===== src/rtl/baby_timing_pkg.sv =====
// Shared definitions for the Baby timing generator.
//   DEFAULT_WORD_BITS : serial word length used when the top is not overridden
//   BEAT_*            : beat codes presented on the BEAT output
//   ctrl_state_t      : run/stop/single-step control states
package baby_timing_pkg;

    localparam int DEFAULT_WORD_BITS = 32;

    localparam logic [1:0] BEAT_SCAN1   = 2'd0;
    localparam logic [1:0] BEAT_ACTION1 = 2'd1;
    localparam logic [1:0] BEAT_SCAN2   = 2'd2;
    localparam logic [1:0] BEAT_ACTION2 = 2'd3;

    typedef enum logic [1:0] {
        CTRL_STOPPED  = 2'd0,
        CTRL_RUNNING  = 2'd1,
        CTRL_STEPPING = 2'd2
    } ctrl_state_t;

endpackage


===== src/rtl/ttl_rise_detect.sv =====
// Rising-edge detector for an already synchronised panel key.
//   clk   : system clock
//   rst   : synchronous active-high reset; loads prev with RESET_VAL
//   din   : key level
//   rise  : one-cycle pulse when din is high and was low on the previous cycle
// With RESET_VAL = 1 a key held down through reset does not register a press.
module ttl_rise_detect
    import baby_timing_pkg::*;
#(
    parameter logic RESET_VAL = 1'b1
) (
    input  logic clk,
    input  logic rst,
    input  logic din,
    output logic rise
);

    logic prev;

    always_ff @(posedge clk) begin
        if (rst) begin
            prev <= RESET_VAL;
        end else begin
            prev <= din;
        end
    end

    assign rise = din & ~prev;

endmodule


===== src/rtl/baby_beat_timing.sv =====
// Timing generator for the Baby serial datapath.
//   CLK, RESET        : clock and synchronous active-high reset
//   RUN               : run/stop switch level
//   SINGLE_STEP       : step key level (edge-detected here)
//   HALT              : stop request from stop-instruction decode
//   BIT, BEAT         : current bit time and beat
//   SCAN1..ACTION2    : one-hot beat strobes, zero when stopped
//   ACTIVE, STOPPED   : control status (STOPPED drives the stop lamp)
//   WORD_START/END    : first/last bit time of a beat
//   INSTR_END         : last bit time of ACTION2
// All outputs decode registered state only, so they are glitch-safe timing
// terms for downstream AND gating.
module baby_beat_timing
    import baby_timing_pkg::*;
#(
    parameter int WORD_BITS = DEFAULT_WORD_BITS
) (
    input  logic                         CLK,
    input  logic                         RESET,
    input  logic                         RUN,
    input  logic                         SINGLE_STEP,
    input  logic                         HALT,
    output logic [$clog2(WORD_BITS)-1:0] BIT,
    output logic [1:0]                   BEAT,
    output logic                         SCAN1,
    output logic                         ACTION1,
    output logic                         SCAN2,
    output logic                         ACTION2,
    output logic                         ACTIVE,
    output logic                         WORD_START,
    output logic                         WORD_END,
    output logic                         INSTR_END,
    output logic                         STOPPED
);

    localparam int                BIT_W    = $clog2(WORD_BITS);
    localparam logic [BIT_W-1:0]  LAST_BIT = BIT_W'(WORD_BITS - 1);

    ctrl_state_t      state;
    logic [BIT_W-1:0] bit_cnt;
    logic [1:0]       beat_cnt;
    logic             step_rise;

    ttl_rise_detect #(
        .RESET_VAL (1'b1)
    ) u_step_rise (
        .clk  (CLK),
        .rst  (RESET),
        .din  (SINGLE_STEP),
        .rise (step_rise)
    );

    // RUN, HALT and step edges are only looked at in STOPPED and at the
    // instruction boundary; an instruction, once started, always completes.
    always_ff @(posedge CLK) begin
        if (RESET) begin
            state    <= CTRL_STOPPED;
            bit_cnt  <= '0;
            beat_cnt <= BEAT_SCAN1;
        end else begin
            case (state)
                CTRL_STOPPED: begin
                    bit_cnt  <= '0;
                    beat_cnt <= BEAT_SCAN1;
                    // RUN has priority; a simultaneous step edge is dropped.
                    if (RUN) begin
                        state <= CTRL_RUNNING;
                    end else if (step_rise) begin
                        state <= CTRL_STEPPING;
                    end
                end
                CTRL_RUNNING, CTRL_STEPPING: begin
                    if (bit_cnt == LAST_BIT) begin
                        bit_cnt  <= '0;
                        beat_cnt <= beat_cnt + 2'd1;
                        if ((beat_cnt == BEAT_ACTION2) &&
                            ((state == CTRL_STEPPING) || !RUN || HALT)) begin
                            state <= CTRL_STOPPED;
                        end
                    end else begin
                        bit_cnt <= bit_cnt + 1'b1;
                    end
                end
                default: begin
                    state    <= CTRL_STOPPED;
                    bit_cnt  <= '0;
                    beat_cnt <= BEAT_SCAN1;
                end
            endcase
        end
    end

    assign ACTIVE     = (state != CTRL_STOPPED);
    assign STOPPED    = (state == CTRL_STOPPED);
    assign BIT        = bit_cnt;
    assign BEAT       = beat_cnt;
    assign SCAN1      = ACTIVE && (beat_cnt == BEAT_SCAN1);
    assign ACTION1    = ACTIVE && (beat_cnt == BEAT_ACTION1);
    assign SCAN2      = ACTIVE && (beat_cnt == BEAT_SCAN2);
    assign ACTION2    = ACTIVE && (beat_cnt == BEAT_ACTION2);
    assign WORD_START = ACTIVE && (bit_cnt == '0);
    assign WORD_END   = ACTIVE && (bit_cnt == LAST_BIT);
    assign INSTR_END  = WORD_END && (beat_cnt == BEAT_ACTION2);

endmodule


===== config.mk =====
export PLATFORM = sky130hd
export DESIGN_NAME = baby_beat_timing
export DESIGN_NICKNAME = d
export VERILOG_FILES = /design/src/rtl/baby_timing_pkg.sv /design/src/rtl/ttl_rise_detect.sv /design/src/rtl/baby_beat_timing.sv
export SDC_FILE = /design/constraint.sdc
export NUM_CORES = 1
export LEC_CHECK = 0
export ABC_AREA = 1
export CAP_MARGIN = 20
export CORE_MARGIN = 2
export CORE_UTILIZATION = 38
export CTS_CLUSTER_SIZE = 8
export DETAILED_ROUTE_END_ITERATION = 8
export PLACE_DENSITY_LB_ADDON = 0.25
export SLEW_MARGIN = 20
export SYNTH_ARGS = -nofsm -noshare
export SYNTH_HDL_FRONTEND = slang
export SYNTH_SLANG_ARGS = --single-unit

===== constraint.sdc =====
create_clock -name CLK -period 1.2 [get_ports CLK]
set_input_delay 0.18 -clock CLK [delete_from_list [all_inputs] [get_ports CLK]]
set_output_delay 0.18 -clock CLK [all_outputs]
set_load 0.01 [all_outputs]

-- Yosys cells after proc, flatten, opt, wreduce, memory -nomap -nowiden
Index checks and enable logic that the tools add are counted.
- register bits after elaboration: 10
- input port bits: 5
- output and inout bits: 16
- $add $sub $neg: 2
- equal/unequal tests: 9
- mux-type cells: 5
- bitwise operators: 3
- reduce and logical (&&, ||, !) cells: 19
- operator list (cell ; count):
    1-bit logical AND ; 8
    2-bit two-way mux ; 4
    2-bit == test (second input constant) ; 3
    5-bit by 1-bit adder with 5-bit output (second input constant) ; 1
    5-bit == test (second input constant) ; 1
    5-bit zero test ; 1
    2-bit by 1-bit == test with 1-bit output (second input constant) ; 2
    2-bit zero test ; 2
    2-bit inequality test (second input constant) ; 2
    2-bit one-hot mux with 2 select lines ; 1
    2-bit OR reduction ; 2
    3-bit by 2-bit inequality test with 1-bit output (second input constant) ; 1
    3-bit AND reduction ; 1
    3-bit OR reduction ; 1
    2-bit by 1-bit adder with 2-bit output (second input constant) ; 1
    1-bit logical OR ; 2
    1-bit inverter ; 2
    2-bit nonzero test ; 1
    1-bit bitwise AND ; 1
    1-bit zero test ; 1

-- Depth between registers and ports, before layout
- word-level depth: 7
- gate-level depth with buffers: 11
- mapped depth without buffers: 11

-- Hierarchy
Synthesis repeated with hierarchy kept, for this count alone.
- cell total of the unflattened synthesis: 83
- area total of the unflattened synthesis: 594.3 µm²
- by module, submodules not included (module ; times used ; cells an instance ; area each (µm²) ; seq. area each (µm²)):
    baby_beat_timing ; 1 ; 78 ; 556.8 ; 180.2
    ttl_rise_detect ; 1 ; 5 ; 37.5 ; 20.0

-- Least setup slack after synthesis
Ideal clock, no wire load.
- path kind: register to register
- start: reg bit_cnt[0] (netlist: BIT[0])
- end: reg state[1]
- library setup time: 0.116 ns
- data arrival time: 1.318 ns
- path slack: -0.234 ns
- stages on the path, launching flop included: 12
- period minus slack after synthesis: 1.434 ns
- cell sequence: dfxtp_1 -> ha_1 -> nand2_1 -> nor2_1 -> ha_1 -> nand2_1 -> clkinv_1 -> nand2_1 -> nand2_1 -> nand2_2 -> nand2_1 -> a21oi_1
- cells in the longest elaborated chain, start to end: 3
- ends and longest elaborated chain (what ; line ; text):
    start: declaration ; baby_beat_timing.sv:40 ; logic [BIT_W-1:0] bit_cnt;
    start signal: assignment ; baby_beat_timing.sv:81 ; bit_cnt <= bit_cnt + 1'b1;
    5-bit == test ; baby_beat_timing.sv:73 ; if (bit_cnt == LAST_BIT) begin
    2-bit inequality test (no line) ; n/a ;
    3-bit AND reduction (no line) ; n/a ;
    end signal: assignment ; baby_beat_timing.sv:69 ; state <= CTRL_STEPPING;
    end signal: assignment ; baby_beat_timing.sv:78 ; state <= CTRL_STOPPED;
    end signal: assignment ; baby_beat_timing.sv:85 ; state <= CTRL_STOPPED;
    end: declaration ; baby_beat_timing.sv:39 ; ctrl_state_t state;
Every way passes these cells.
A chain may end at the register's enable or synchronous reset.

-- Final worst setup path
- start: reg bit_cnt[1] (netlist: BIT[1])
- end: out INSTR_END
- cells in the longest elaborated chain, start to end: 3
- ends and longest elaborated chain (what ; line ; text):
    5-bit == test ; baby_beat_timing.sv:102 ; assign WORD_END = ACTIVE && (bit_cnt == LAST_BIT);
    1-bit logical AND ; baby_beat_timing.sv:102 ;
    1-bit logical AND ; baby_beat_timing.sv:103 ; assign INSTR_END = WORD_END && (beat_cnt == BEAT_ACTION2);
    end: declaration ; baby_beat_timing.sv:32 ; output logic INSTR_END,
Every way passes these cells.

==> run_results.csv <==
group,metric,value,unit
final_layout,nets,141,
clock_tree,cts_root_buffer,"clkbuf_4",
timing,tightestPinTransition,0.238,ns
final_layout,postLayoutCoreUtil,0.828,
clock_tree,cts_sinks,10,
grt,grt.total_usage,0.172,
synthesis,yosysSeqAreaShare,0.336,
floorplan,die_w,43.6,um
final_layout,fillers,86,
synthesis,yosys.area.top_type_share,0.336,
floorplan,start_util,0.400,
route,drt_iter0_drc,3,
synthesis,synth_fp_nets,94,
route,drc,0,
worst_setup_path,critPathRequiredTime,1.02,ns
grt,grt_pass1_vias,623,
power,p_switching,573,uW
power,p_per_area,1210,nW/um2
worst_setup_path,end_kind,"output port",
power,p_int,922,uW
timing,rsz0062_at_grt,"true",
worst_setup_path,cp-start-kind,"flop",
worst_setup_path,crit_type,"reg2out",
synthesis,syn_inst,80,
place,dp_hpwl,1.11,mm
final_layout,final_common_cell,"buf_4",
power,p_clk_frac,0.158,
worst_setup_path,ff2ff_path_depth,12,
clock_tree,cts_max_path_buffers,2,
route,num_vias,678,
hold_path,holdPathStages,2,
route,ant_nets,0,
final_layout,drive_gt1_frac,0.651,
route,wl,1.88,mm
power,power.total,1.50,mW
clock_tree,cts_tree,"yes",
grt,grt_overflow,0,
grt,grt_max_degree,9,
worst_setup_path,crit_fanout,2,
grt,grt_pass1_wl,2.45,mm
synthesis,synth_area_leaders,"dfxtp_1, ha_1, inv_1, nor2_1, nand2_1",
hold_path,hold_class,"reg2reg",
floorplan,dieArea,1900,um2
route,wl_per_cell,13.2,um
clock_tree,cts_made_buffers,3,
timing,finalCritPeriodShare,1.33,
floorplan,die_h,43.6,um
worst_setup_path,arrival,1.41,ns
clock_tree,clkSlewWorstSetupHoldPaths,0.07,ns
flow_run,drv_cap,0,
final_layout,final_cell_mix,"buf_4, inv_1, buf_6",
clock_tree,insertion_delay,0.26,ns
status,status,"complete, but fails checks",
synthesis,synth_top_cell_by_area,"dfxtp_1",
grt,antenna_found_initial,0,
power,switching_share,0.383,
synthesis,synth_cell_types,19,
final_layout,area_growth_syn_to_layout,107,%
power,seq_power_share,0.265,
place,portBuffers,20,
timing,max_slew_margin,0.841,
route,avgViaCountPerCell,4.77,
timing,fin_crit,1.59,ns
floorplan,coreArea,1490,um2
synthesis,synth-seq-cells,10,
timing,max_freq,628,MHz
timing,hold_viol,0,
power,p_comb_frac,0.577,
timing,setup_slack,-0.391,ns
synthesis,syn-cell-area,596,um2
clock_tree,htree_levels,1,
power,p_leak,0.583,nW
timing,finalClockSkew,0.00685,ns
timing,setup_viol,18,
place,gp_congestion,0.731,
floorplan,ios,21,
floorplan,rows,14,
route,dr.pass1.iters,3,
synthesis,yosys_warnings,0,
status,violations,"setup timing",
final_layout,antenna_cells,0,
timing,slew_viol_final,0,
synthesis,syn_area_per_cell,7.44,um2
power,ir_worst_vdd,0.871,mV
## cell type report
cell class	instances	area (um2)	share of cell area
well taps	16	20.0	0.0162
multi-input cells	49	493	0.400
clock buffers	4	26.3	0.0213
flip-flops and latches	10	215	0.175
inverters	20	92.6	0.0751
repair buffers	43	385	0.313
## Yosys cell counts, drive strengths merged
cell and count:
clkinv 1, a21oi 4, a211oi 1, nor2 14, buf 1, ha 9, nand2 12, nor3b 1
nor3 1, inv 19, o21ai 1, nand3 5, dfxtp 10, o21bai 1
## layer usage
layer,wire length (um),track usage,up-vias
met5,0,0,-
met2,1080,0.335,24
met3,97,0.0208,6
met1,671,0.173,311
li1,-,-,337
met4,30,0.0909,0
## worst max-delay path, cell delays in order (launching register included)
cell and delay [ns]:
dfxtp_4 0.36, ha_4 0.14, nand2_4 0.05, nor2_4 0.10, ha_4 0.15, buf_6 0.10
nand2_4 0.04, nor2_1 0.08, buf_2 0.13
## metrics by stage
step	setup TNS (ns)	setup WS, ns	area [um2]	hold WS (ns)	instances
CTS	-4.31	-0.432	1080	0.465	140
global route	-5.07	-0.460	1230	0.499	142
finish	-4.15	-0.391	1230	0.489	142
detailed placement	-5.10	-0.504	986	0.447	132
global placement	-4.75	-0.465	986	0.444	132
floorplan	-0.407	-0.103	637	0.249	80
## flip-flops by register name, summed over array words and instances (netlist names)
register	cells
BEAT	2
BIT	5
state	2
u_step_rise.prev	1
## kinds of logic after synthesis
logic type	after synthesis	share of synthesized area
adders and majority gates	9	0.189
AOI/OAI and AO/OA	7	0.0735
DFF	10	0.336
buffers and inverters	21	0.149
and+or+nand+nor	33	0.252
## final timing paths
kind                              start                    end  slack, ns
setup / recovery      BIT[1]$_SDFF_PP0_              INSTR_END      -0.39
hold / removal    state[0]$_SDFFE_PP0P_  state[0]$_SDFFE_PP0P_       0.49
setup reg to reg      BIT[1]$_SDFF_PP0_  state[0]$_SDFFE_PP0P_      -0.36
hold reg to reg   state[0]$_SDFFE_PP0P_  state[0]$_SDFFE_PP0P_       0.49
## power by group through the flow
stage	Combinational (mW)	Clock, mW	Sequential [mW]
after floorplan	0.307	0	0.403
after global placement	0.591	0	0.390
after detailed placement	0.600	0	0.391
after CTS	0.690	0.253	0.390
after global routing	0.912	0.260	0.398
final	0.863	0.236	0.397
## what timing repair did
action | 4_1_cts | 5_1_grt
pin swaps | 6 | 10
endpoints found under the hold margin | 0 | 0
gates resized for setup | 70 | 40
buffers inserted | 4 | 2
endpoints found under the setup margin | 25 | 22
gates cloned | 0 | 0
hold buffers | 0 | 0
Note: power is estimated with default switching activity, not from simulation.
